`src/rtl/cart_sdram_port.sv`:
```
// Bridge between the cartridge mapper's level-style memory port and the shared SDRAM
// controller's req/ack protocol, with a one-entry read cache and a one-deep posted write.
module cart_sdram_port #(
  parameter int ADDR_W  = 25,
  parameter int TIMEOUT = 255
) (
  input  logic              clk,
  input  logic              reset_n,
  input  logic [ADDR_W-1:0] ram_addr,
  input  logic [7:0]        ram_din,
  input  logic              ram_we,
  input  logic              ram_rd,
  input  logic              flush,
  output logic [7:0]        ram_dout,
  output logic              ram_ready,
  output logic              sd_req,
  output logic              sd_we,
  output logic [ADDR_W-1:0] sd_addr,
  output logic [7:0]        sd_din,
  input  logic [7:0]        sd_dout,
  input  logic              sd_ack,
  output logic              err
);

  typedef enum logic [1:0] {IDLE, WRITE, READ} state_t;

  localparam logic [7:0] TIMEOUT_C = 8'(TIMEOUT);

  state_t              state_q, state_d;
  logic                buf_full_q, buf_full_d;
  logic [ADDR_W-1:0]   buf_addr_q, buf_addr_d;
  logic [7:0]          buf_data_q, buf_data_d;
  logic                cache_valid_q, cache_valid_d;
  logic [ADDR_W-1:0]   cache_addr_q, cache_addr_d;
  logic [7:0]          dout_q, dout_d;
  logic                sd_req_q, sd_req_d;
  logic                sd_we_q, sd_we_d;
  logic [ADDR_W-1:0]   sd_addr_q, sd_addr_d;
  logic [7:0]          sd_din_q, sd_din_d;
  logic                err_q, err_d;
  logic                flush_seen_q, flush_seen_d;
  logic [7:0]          wd_cnt_q, wd_cnt_d;
  logic                cache_hit;
  logic                wd_expire;

  assign cache_hit = cache_valid_q && (cache_addr_q == ram_addr);
  assign wd_expire = (wd_cnt_q + 8'd1) == TIMEOUT_C;

  always_comb begin
    state_d       = state_q;
    buf_full_d    = buf_full_q;
    buf_addr_d    = buf_addr_q;
    buf_data_d    = buf_data_q;
    cache_valid_d = cache_valid_q;
    cache_addr_d  = cache_addr_q;
    dout_d        = dout_q;
    sd_req_d      = sd_req_q;
    sd_we_d       = sd_we_q;
    sd_addr_d     = sd_addr_q;
    sd_din_d      = sd_din_q;
    err_d         = err_q;
    flush_seen_d  = flush_seen_q;
    wd_cnt_d      = wd_cnt_q;

    // A write arriving while the buffer is occupied is lost; ram_ready guards against it.
    if (ram_we && !buf_full_q) begin
      buf_full_d = 1'b1;
      buf_addr_d = ram_addr;
      buf_data_d = ram_din;
    end

    case (state_q)
      IDLE: begin
        if (buf_full_q) begin
          sd_addr_d  = buf_addr_q;
          sd_din_d   = buf_data_q;
          sd_we_d    = 1'b1;
          sd_req_d   = 1'b1;
          wd_cnt_d   = 8'd0;
          buf_full_d = 1'b0;
          state_d    = WRITE;
        end else if (ram_rd && !cache_hit && !ram_we) begin
          // A write captured this cycle is drained before the read miss is served.
          sd_addr_d    = ram_addr;
          sd_we_d      = 1'b0;
          sd_req_d     = 1'b1;
          wd_cnt_d     = 8'd0;
          flush_seen_d = 1'b0;
          state_d      = READ;
        end
      end
      WRITE: begin
        if (sd_ack) begin
          sd_req_d = 1'b0;
          state_d  = IDLE;
          if (cache_valid_q && (cache_addr_q == sd_addr_q)) begin
            dout_d = sd_din_q;
          end
        end else if (wd_expire) begin
          sd_req_d = 1'b0;
          err_d    = 1'b1;
          state_d  = IDLE;
        end else begin
          wd_cnt_d = wd_cnt_q + 8'd1;
        end
      end
      READ: begin
        if (flush) begin
          flush_seen_d = 1'b1;
        end
        if (sd_ack) begin
          sd_req_d      = 1'b0;
          cache_addr_d  = sd_addr_q;
          dout_d        = sd_dout;
          cache_valid_d = !(flush_seen_q || flush);
          state_d       = IDLE;
        end else if (wd_expire) begin
          // Mark the dead address as cached so a held ram_rd does not hammer the controller.
          sd_req_d      = 1'b0;
          err_d         = 1'b1;
          dout_d        = 8'hFF;
          cache_addr_d  = sd_addr_q;
          cache_valid_d = 1'b1;
          state_d       = IDLE;
        end else begin
          wd_cnt_d = wd_cnt_q + 8'd1;
        end
      end
      default: state_d = IDLE;
    endcase

    if (flush) begin
      cache_valid_d = 1'b0;
    end
  end

  always_ff @(posedge clk or negedge reset_n) begin
    if (!reset_n) begin
      state_q       <= IDLE;
      buf_full_q    <= 1'b0;
      buf_addr_q    <= '0;
      buf_data_q    <= 8'h00;
      cache_valid_q <= 1'b0;
      cache_addr_q  <= '0;
      dout_q        <= 8'hFF;
      sd_req_q      <= 1'b0;
      sd_we_q       <= 1'b0;
      sd_addr_q     <= '0;
      sd_din_q      <= 8'h00;
      err_q         <= 1'b0;
      flush_seen_q  <= 1'b0;
      wd_cnt_q      <= 8'd0;
    end else begin
      state_q       <= state_d;
      buf_full_q    <= buf_full_d;
      buf_addr_q    <= buf_addr_d;
      buf_data_q    <= buf_data_d;
      cache_valid_q <= cache_valid_d;
      cache_addr_q  <= cache_addr_d;
      dout_q        <= dout_d;
      sd_req_q      <= sd_req_d;
      sd_we_q       <= sd_we_d;
      sd_addr_q     <= sd_addr_d;
      sd_din_q      <= sd_din_d;
      err_q         <= err_d;
      flush_seen_q  <= flush_seen_d;
      wd_cnt_q      <= wd_cnt_d;
    end
  end

  assign ram_ready = !buf_full_q && (state_q != WRITE) &&
                     (!ram_rd || (cache_hit && (state_q == IDLE)));
  assign ram_dout  = dout_q;
  assign sd_req    = sd_req_q;
  assign sd_we     = sd_we_q;
  assign sd_addr   = sd_addr_q;
  assign sd_din    = sd_din_q;
  assign err       = err_q;

endmodule

```
`config.mk`:
```
export PLATFORM = sky130hd
export DESIGN_NAME = cart_sdram_port
export DESIGN_NICKNAME = d
export VERILOG_FILES = /design/src/rtl/cart_sdram_port.sv
export SDC_FILE = /design/constraint.sdc
export NUM_CORES = 1
export LEC_CHECK = 0
export ABC_AREA = 1
export ABC_CLOCK_PERIOD_IN_PS = 1700
export CELL_PAD_IN_SITES_DETAIL_PLACEMENT = 0
export CELL_PAD_IN_SITES_GLOBAL_PLACEMENT = 2
export CORE_UTILIZATION = 34
export DETAILED_ROUTE_END_ITERATION = 8
export DONT_BUFFER_PORTS = 1
export GPL_TIMING_DRIVEN = 1
export HOLD_SLACK_MARGIN = 0.1
export PLACE_DENSITY = 0.77
export SYNTH_ARGS = -nofsm -noshare
export SYNTH_HDL_FRONTEND = slang
export SYNTH_SLANG_ARGS = --single-unit
```
`constraint.sdc`:
```
create_clock -name clk -period 1.7 [get_ports clk]
set_input_delay 0.425 -clock clk [delete_from_list [all_inputs] [get_ports clk]]
set_output_delay 0.425 -clock clk [all_outputs]
set_load 0.05 [all_outputs]
```
Word-level counts from Yosys, hierarchy flattened:

Cells that the tools add are included.

* word-level logic and storage cells: 102
* latch bits: 0
* output and inout bits: 45
* input port bits: 47
* register bits: 115
* bits in writable memories: 0
* memories kept: 0
* bits in read-only memories: 0

* shift operators: 0
* $mul: 0
* reductions and logical operators: 34
* $add $sub $neg: 1
* muxes and demuxes: 36
* bitwise operators: 1
* eq/ne operators: 16
* div/mod/pow operators: 0
* magnitude comparators: 0

Operators with widths (count)
* 25-bit two-way mux: 4
* 8-bit two-way mux: 8
* 25-bit equality test: 2
* 8-bit case mux with 2 select lines: 2
* 1-bit two-way mux: 15
* 2-bit != test (second input constant): 7
* 4-bit AND reduction: 3
* 2-bit nonzero test: 6
* 2-bit AND reduction: 5
* 8-bit by 1-bit adder with 8-bit output (second input constant): 1
* 8-bit equality test (second input constant): 1
* 1-bit logical AND: 8
* 2-bit two-way mux: 4
* 3-bit != test (second input constant): 2
* 3-bit AND reduction: 2
* 1-bit zero test: 5
* 1-bit case mux with 2 select lines: 2
* 2-bit case mux with 2 select lines: 1
* 3-bit by 1-bit != test with 1-bit output (second input constant): 1
* 3-bit nonzero test: 1
* 2-bit by 1-bit equality test with 1-bit output (second input constant): 1
* 2-bit equality test (second input constant): 1
* 2-bit zero test: 1
* 1-bit logical OR: 2
* other kinds (3): 3

Logic depth before layout (Yosys ltp):

Gate-level depths: netlist (run 1).

* depth in word-level cells: 8
* gate-level depth with buffers: 15

Least setup slack after synthesis (run 1):

No wires, ideal clock.

* path kind: in2out
* start: input port ram_addr[8]
* end: output port ram_ready
* data required time: 1.275 ns
* stages on the path: 9
* arrival time: 1.989 ns
* path buffers: 0
* path slack: -0.714 ns
* cell sequence: inv_1 > nand2_1 > nand2_1 > nand2_1 > nor2_1 > nand2_1 > nor2_1 > a31oi_1 > nor3_1

* longest elaborated chain between the ends: 5

Ends and longest elaborated chain
* start: declaration: RTL line 9 `input logic [ADDR_W-1:0] ram_addr,`
* 25-bit equality test: RTL line 46 `assign cache_hit = cache_valid_q && (cache_addr_q == ram_addr);`
* 1-bit logical AND: RTL line 46
* 1-bit logical AND: RTL line 172 `(!ram_rd || (cache_hit && (state_q == IDLE)));`
* 1-bit logical OR: RTL line 172
* 1-bit logical AND: RTL line 171 `assign ram_ready = !buf_full_q && (state_q != WRITE) &&`
* end: declaration: RTL line 15 `output logic ram_ready,`

Every way passes these cells.

Final worst setup path (run 1):

* start: register cache_addr_q[18]
* end: output port ram_ready

* longest elaborated chain between the ends: 5

Ends and longest elaborated chain
* start: declaration: RTL line 34 `logic [ADDR_W-1:0] cache_addr_q, cache_addr_d;`
* start signal: assignment: RTL line 159 `cache_addr_q <= cache_addr_d;`
* 25-bit equality test: RTL line 46
* 1-bit logical AND: RTL line 46
* 1-bit logical AND: RTL line 172
* 1-bit logical OR: RTL line 172
* 1-bit logical AND: RTL line 171

Every way passes these cells.

==> flow_summary.toml, run 1 <==
[outcome]
status = "finished, violations left"
violations = "negative hold slack, negative setup slack"

[timing]
report.final.setup_viol = 74
worst_slack_ns = -0.722
fmax_ghz = 0.413
hold_slack_ns = -0.292
setup_tns_ns = -18.45
finalMaxSlewViolations = 0
skew_ns = 0.00660
worst_pin_slew_ns = 0.525
grt_setup_unrepaired = "yes"
min_period_over_period_pct = 142
slew_headroom_pct = 65.0
period_minus_slack_ns = 2.42
hold_violations = 115

[routing]
drcViolationCount = 0
wl_um = 18000
wl_per_cell_um = 16.1
drt_pass1_iterations = 5
drtAntennaViolNets = 0
vias = 5351
drt_iter0_drc = 300
vias_per_cell = 4.78

[floorplan]
die_y_um = 135
num_io_pins = 92
core_area_um2 = 17200
start_util_pct = 34.8
die-area_um2 = 18200
die_w_um = 135
fp-row-count = 48

[critical_path]
critPathKind = "reg -> out"
r2r_slack_ns = -0.38
start_kind = "register"
crit_fanout = 2
arrival_ns = 2.00
critPathCaptureType = "output pin"
crit_required_ns = 1.27

[logic_synthesis]
yosysSeqAreaShare_pct = 48.2
yosys_warnings = 0
syn_avg_cell_area_um2 = 7.93
syn_inst = 755
syn_area_um2 = 5990
ys_types = 36
synth_nets = 807
ys_ff_latch = 115

[power]
ir_drop_uv = 877
powerDensity_nw_per_um2 = 2160
total_power_mw = 18.1
power.leakage_nw = 4.06

[placed_design]
post-place-cells = 1062
place_ws_ns = -0.375
gp_congestion = 0.806
io_buffers = 0
placed_area_um2 = 7020
dp_hpwl_um = 11300

[global_routing]
antenna_found_initial = 0
use_met3_pct = 4.77
grt_use_met1_pct = 26.8
met2_usage_pct = 32.8
grt_pass1_wl_um = 27900
grt_max_degree = 116
grt.overflow.total = 0
grt_usage_pct = 20.3
grt_pass1_vias = 5259
busiest_layer = "met2"

[layout]
n_antenna_cell = 0
postLayoutCellArea_um2 = 8370
area_delta_synth_final_pct = 39.7
final_nets = 934
fin_cells = 1120
utilization_pct = 48.6
drive_above_1_share_pct = 32.4

[clock_tree]
cts_tree = "yes"
clockBufferDepth = 2
ctsHtreeMaxLevel = 4
numCtsBuffers = 17
clock-root-buffer = "clkbuf_16"
cts_sinks = 115
clk_pin_slew_ns = 0.06
insertion_delay_ns = 0.41

[flow_run]
drv_cap = 0

[hold_path]
hold_class = "in -> async"
==> logic make-up (layout without fill, tap and decap cells) <==
family / count (synthesis) / count (layout) / synth area share [%]
and+or+nand+nor: 347 / 349 / 24.6
AOI/OAI and AO/OA: 138 / 138 / 13.6
buffers and inverters: 126 / 264 / 8.75
DFF: 115 / 115 / 48.2
xor gates and xnor gates: 16 / 16 / 2.34
muxes: 8 / 8 / 1.50
adders and majority gates: 5 / 5 / 1.04
==> layout make-up <==
| class | instances | area, um2 |
|---|---|---|
| Clock buffer | 20 | 457 |
| Clock inverter | 12 | 109 |
| Fill cell | 1653 | 8870 |
| Inverter | 101 | 387 |
| Multi-Input combinational cell | 516 | 2950 |
| Sequential cell | 115 | 2890 |
| Tap cell | 225 | 282 |
| Timing Repair Buffer | 131 | 1300 |
==> metal layers <==
metal | vias up | part of all wire [%] | routed length, um
met1 | 2562 | 46 | 8260
met2 | 118 | 47 | 8540
met4 | 0 | 1.6 | 293
met3 | 24 | 5.1 | 927
met5 | - | 0 | 0
li1 | 2647 | - | -
==> worst paths after layout <==
path,start,to,depth (start not counted)
worst min-delay path,reset_n,sd_din[3]$_DFFE_PN0P_,0
worst max register to register,cache_addr_q[18]$_DFFE_PN0P_,sd_addr[18]$_DFFE_PN0P_,11
max in group asynchronous,reset_n,ram_dout[1]$_DFFE_PN1P_,0
worst max-delay path,cache_addr_q[18]$_DFFE_PN0P_,ram_ready,7
min in group clk,ram_din[1],buf_data_q[1]$_DFFE_PN0P_,1
worst min register to register,flush_seen_q$_DFFE_PN0P_,flush_seen_q$_DFFE_PN0P_,2
==> critical path, stage by stage, from the launching register on <==
cell and delay [ns]:
dfrtp_1 0.40, xor2_1 0.15, nor2_1 0.24, nand3_2 0.14, nor2_2 0.18, a31oi_2 0.13
nor3_4 0.19, buf_12 0.17
==> cells in the final DEF (no fill, tap or decap), types with 6 or more instances in the layout <==
cell type,netlist,layout
a21oi_1,11,11
buf_12,0,10
buf_4,1,102
buf_6,5,11
clkbuf_16,0,20
dfrtp_1,107,106
dfstp_2,8,8
inv_1,94,91
inv_2,5,6
mux2_2,8,8
nand2_1,251,219
nand2_2,10,24
nand2_4,5,20
nand3_1,21,16
nand4_1,11,11
nor2_1,34,26
nor2_2,3,10
o21ai_0,81,74
o21ai_1,10,17
o21ai_2,25,25
o22ai_1,6,6
xor2_1,9,9
==> what timing repair did <==
action,CTS,global route
buffers inserted,14,6
resized for setup,63,59
pin swaps,17,30
hold endpoints to repair,115,115
cloned,8,5
setup endpoints to repair,71,77
==> state kept, by name, summed over array words and instances (netlist names) <==
| name | cells |
|---|---|
| flush_seen_q | 1 |
| ram_dout | 8 |
| wd_cnt_q | 8 |
| sd_addr | 25 |
| sd_din | 8 |
| buf_addr_q | 25 |
| err | 1 |
| cache_valid_q | 1 |
| state_q | 2 |
| sd_req | 1 |
| cache_addr_q | 25 |
| buf_data_q | 8 |
| sd_we | 1 |
| buf_full_q | 1 |
==> report_power, final <==
group          internal [mW]  switching (mW)  leakage [nW]  total [mW]
Combinational           3.72            5.42          2.36        9.15
Clock                   2.08            1.32         0.264        3.40
Sequential              4.06            1.49          1.43        5.55
==> Yosys cell counts, drive strengths merged <==
| cell | n | area (um2) |
|---|---|---|
| nand3b | 1 | 7.51 |
| or2 | 1 | 6.26 |
| dfstp | 8 | 210 |
| inv | 99 | 372 |
| nor3 | 5 | 25.0 |
| and2 | 1 | 6.26 |
| nand3 | 25 | 153 |
| clkbuf | 11 | 42.5 |
| o21bai | 3 | 22.5 |
| nand2 | 266 | 1060 |
| ha | 5 | 62.6 |
| mux2 | 8 | 90.1 |
| nor2 | 37 | 146 |
| dfrtp | 107 | 2680 |
| o22ai | 6 | 37.5 |
| o21ai | 116 | 674 |
| a31oi | 1 | 6.26 |
| clkinv | 2 | 7.51 |
| nand4 | 11 | 68.8 |
| xor2 | 9 | 78.8 |
| a21oi | 12 | 71.3 |
| xnor2 | 7 | 61.3 |
| buf | 14 | 103 |
Note: power is estimated with default switching activity, not from simulation.
==> run 2: changes to the inputs <==
--- a/config.mk
+++ b/config.mk
@@ -15,6 +15,7 @@
 export GPL_TIMING_DRIVEN = 1
 export HOLD_SLACK_MARGIN = 0.1
 export PLACE_DENSITY = 0.77
+export RECOVER_POWER = 100
 export SYNTH_ARGS = -nofsm -noshare
 export SYNTH_HDL_FRONTEND = slang
 export SYNTH_SLANG_ARGS = --single-unit
==> flow_summary.toml, run 2 (synthesis results as in run 1) <==
[outcome]
status = "finished, violations left"
violations = "negative hold slack, negative setup slack"

[layout]
fin_cells = 1120
area_delta_synth_final_pct = 38.4
nFillCells = 1668
utilization_pct = 48.1
final_cell_mix = "220 x nand2_1, 106 x dfrtp_1, 91 x inv_1, 74 x o21ai_0, 73 x buf_4"
final_common_cell = "nand2_1"
drive_above_1_share_pct = 32.3
postLayoutCellArea_um2 = 8290
final_nets = 934
n_antenna_cell = 0

[placed_design]
gp_congestion = 0.806
post-place-cells = 1062
io_buffers = 0
place_ws_ns = -0.375
placed_area_um2 = 7020
dp_hpwl_um = 11300

[critical_path]
critPathKind = "reg -> out"
rr_worst_depth = 11
crit_buf_inv = 1
cpMaxStageDelayCell = "dfrtp_1"
critPathCaptureType = "output pin"
slowest_delay_ns = 0.40
crit_required_ns = 1.27
start_kind = "register"
arrival_ns = 2.00
worstSetupPathDepth = 7
cpLargestDelayFamily = "simple AND/OR/NAND/NOR gates"
cp_cell_sequence = "xor2_1 -> nor2_1 -> nand3_2 -> nor2_2 -> a31oi_2 -> nor3_4 -> buf_12"
crit_fanout = 2

[clock_tree]
clockBufferDepth = 2
numCtsBuffers = 17
clock-root-buffer = "clkbuf_16"
cts_sinks = 115
clk_pin_slew_ns = 0.06
insertion_delay_ns = 0.41
cts_tree = "yes"
ctsHtreeMaxLevel = 4

[power]
powerDensity_nw_per_um2 = 2160
total_power_mw = 17.9
ir_drop_uv = 851
p_sw_mw = 8.21
power_frac_comb_pct = 50.0
netSwitchingFraction_pct = 45.9
internal_power_mw = 9.66
p_seq_share_pct = 31.0
power.leakage_nw = 4.03
power.share.clock_pct = 19.0

[floorplan]
core_area_um2 = 17200
num_io_pins = 92
die_w_um = 135
die-area_um2 = 18200
fp-row-count = 48
die_y_um = 135
start_util_pct = 34.8

[timing]
slew_headroom_pct = 58.4
setup_tns_ns = -18.24
fmax_ghz = 0.413
period_minus_slack_ns = 2.42
skew_ns = 0.00713
grt_setup_unrepaired = "yes"
hold_violations = 115
worst_slack_ns = -0.722
min_period_over_period_pct = 142
report.final.setup_viol = 74
hold_slack_ns = -0.293
worst_pin_slew_ns = 0.623
finalMaxSlewViolations = 0

[flow_run]
drv_cap = 0

[routing]
vias = 5326
wl_um = 18000
drt_iter0_drc = 275
drt_pass1_iterations = 5
vias_per_cell = 4.76
wl_per_cell_um = 16.0
drtAntennaViolNets = 0
drcViolationCount = 0

[global_routing]
grt_max_degree = 116
grt.overflow.total = 0
grt_pass1_vias = 5259
grt_usage_pct = 20.3
grt_pass1_wl_um = 27900
antenna_found_initial = 0

[hold_path]
hold_class = "in -> async"
-- run 2: layer usage --
layer	vias up	wire [um]	GRT usage, %
met4	0	270	6.62
met5	-	0	0
met3	19	875	4.77
li1	2646	-	-
met1	2561	8170	26.8
met2	100	8650	32.8
-- run 2: what timing repair did --
item | CTS | global route
pin swaps | 17 | 30
endpoints found under the setup margin | 71 | 77
endpoints found under the hold margin | 115 | 115
gates resized for setup | 63 | 59
buffers inserted | 14 | 6
gates cloned | 8 | 5
-- run 2: layout make-up --
type                       count  area [um2]  share of cell area [%]
clock buffer                  20         457                    5.51
sequential                   115        2890                    34.8
multi-input combinational    516        2940                    35.5
tap                          225         282                    3.40
inverter                     101         387                    4.66
timing repair buffer         131        1220                    14.8
clock inverter                12         109                    1.31
-- run 2: final timing paths --
kind | from | endpoint | slack [ns]
worst max-delay path | cache_addr_q[18]$_DFFE_PN0P_ | ram_ready | -0.72
worst min-delay path | reset_n | sd_din[3]$_DFFE_PN0P_ | -0.29
worst max register to register | cache_addr_q[18]$_DFFE_PN0P_ | sd_addr[18]$_DFFE_PN0P_ | -0.37
worst min register to register | flush_seen_q$_DFFE_PN0P_ | flush_seen_q$_DFFE_PN0P_ | 0.47
max in group asynchronous | reset_n | ram_dout[1]$_DFFE_PN1P_ | 1.70
min in group clk | ram_din[1] | buf_data_q[1]$_DFFE_PN0P_ | 0.16
-- run 2: power groups by stage --
| stage | registers [mW] | logic (mW) | clock network (mW) |
|---|---|---|---|
| after floorplan | 6.46 | 3.81 | 0 |
| after global placement | 5.48 | 7.46 | 0 |
| after detailed placement | 5.53 | 7.56 | 0 |
| after CTS | 5.50 | 8.69 | 3.48 |
| after global routing | 5.70 | 9.77 | 3.59 |
| final | 5.54 | 8.94 | 3.39 |
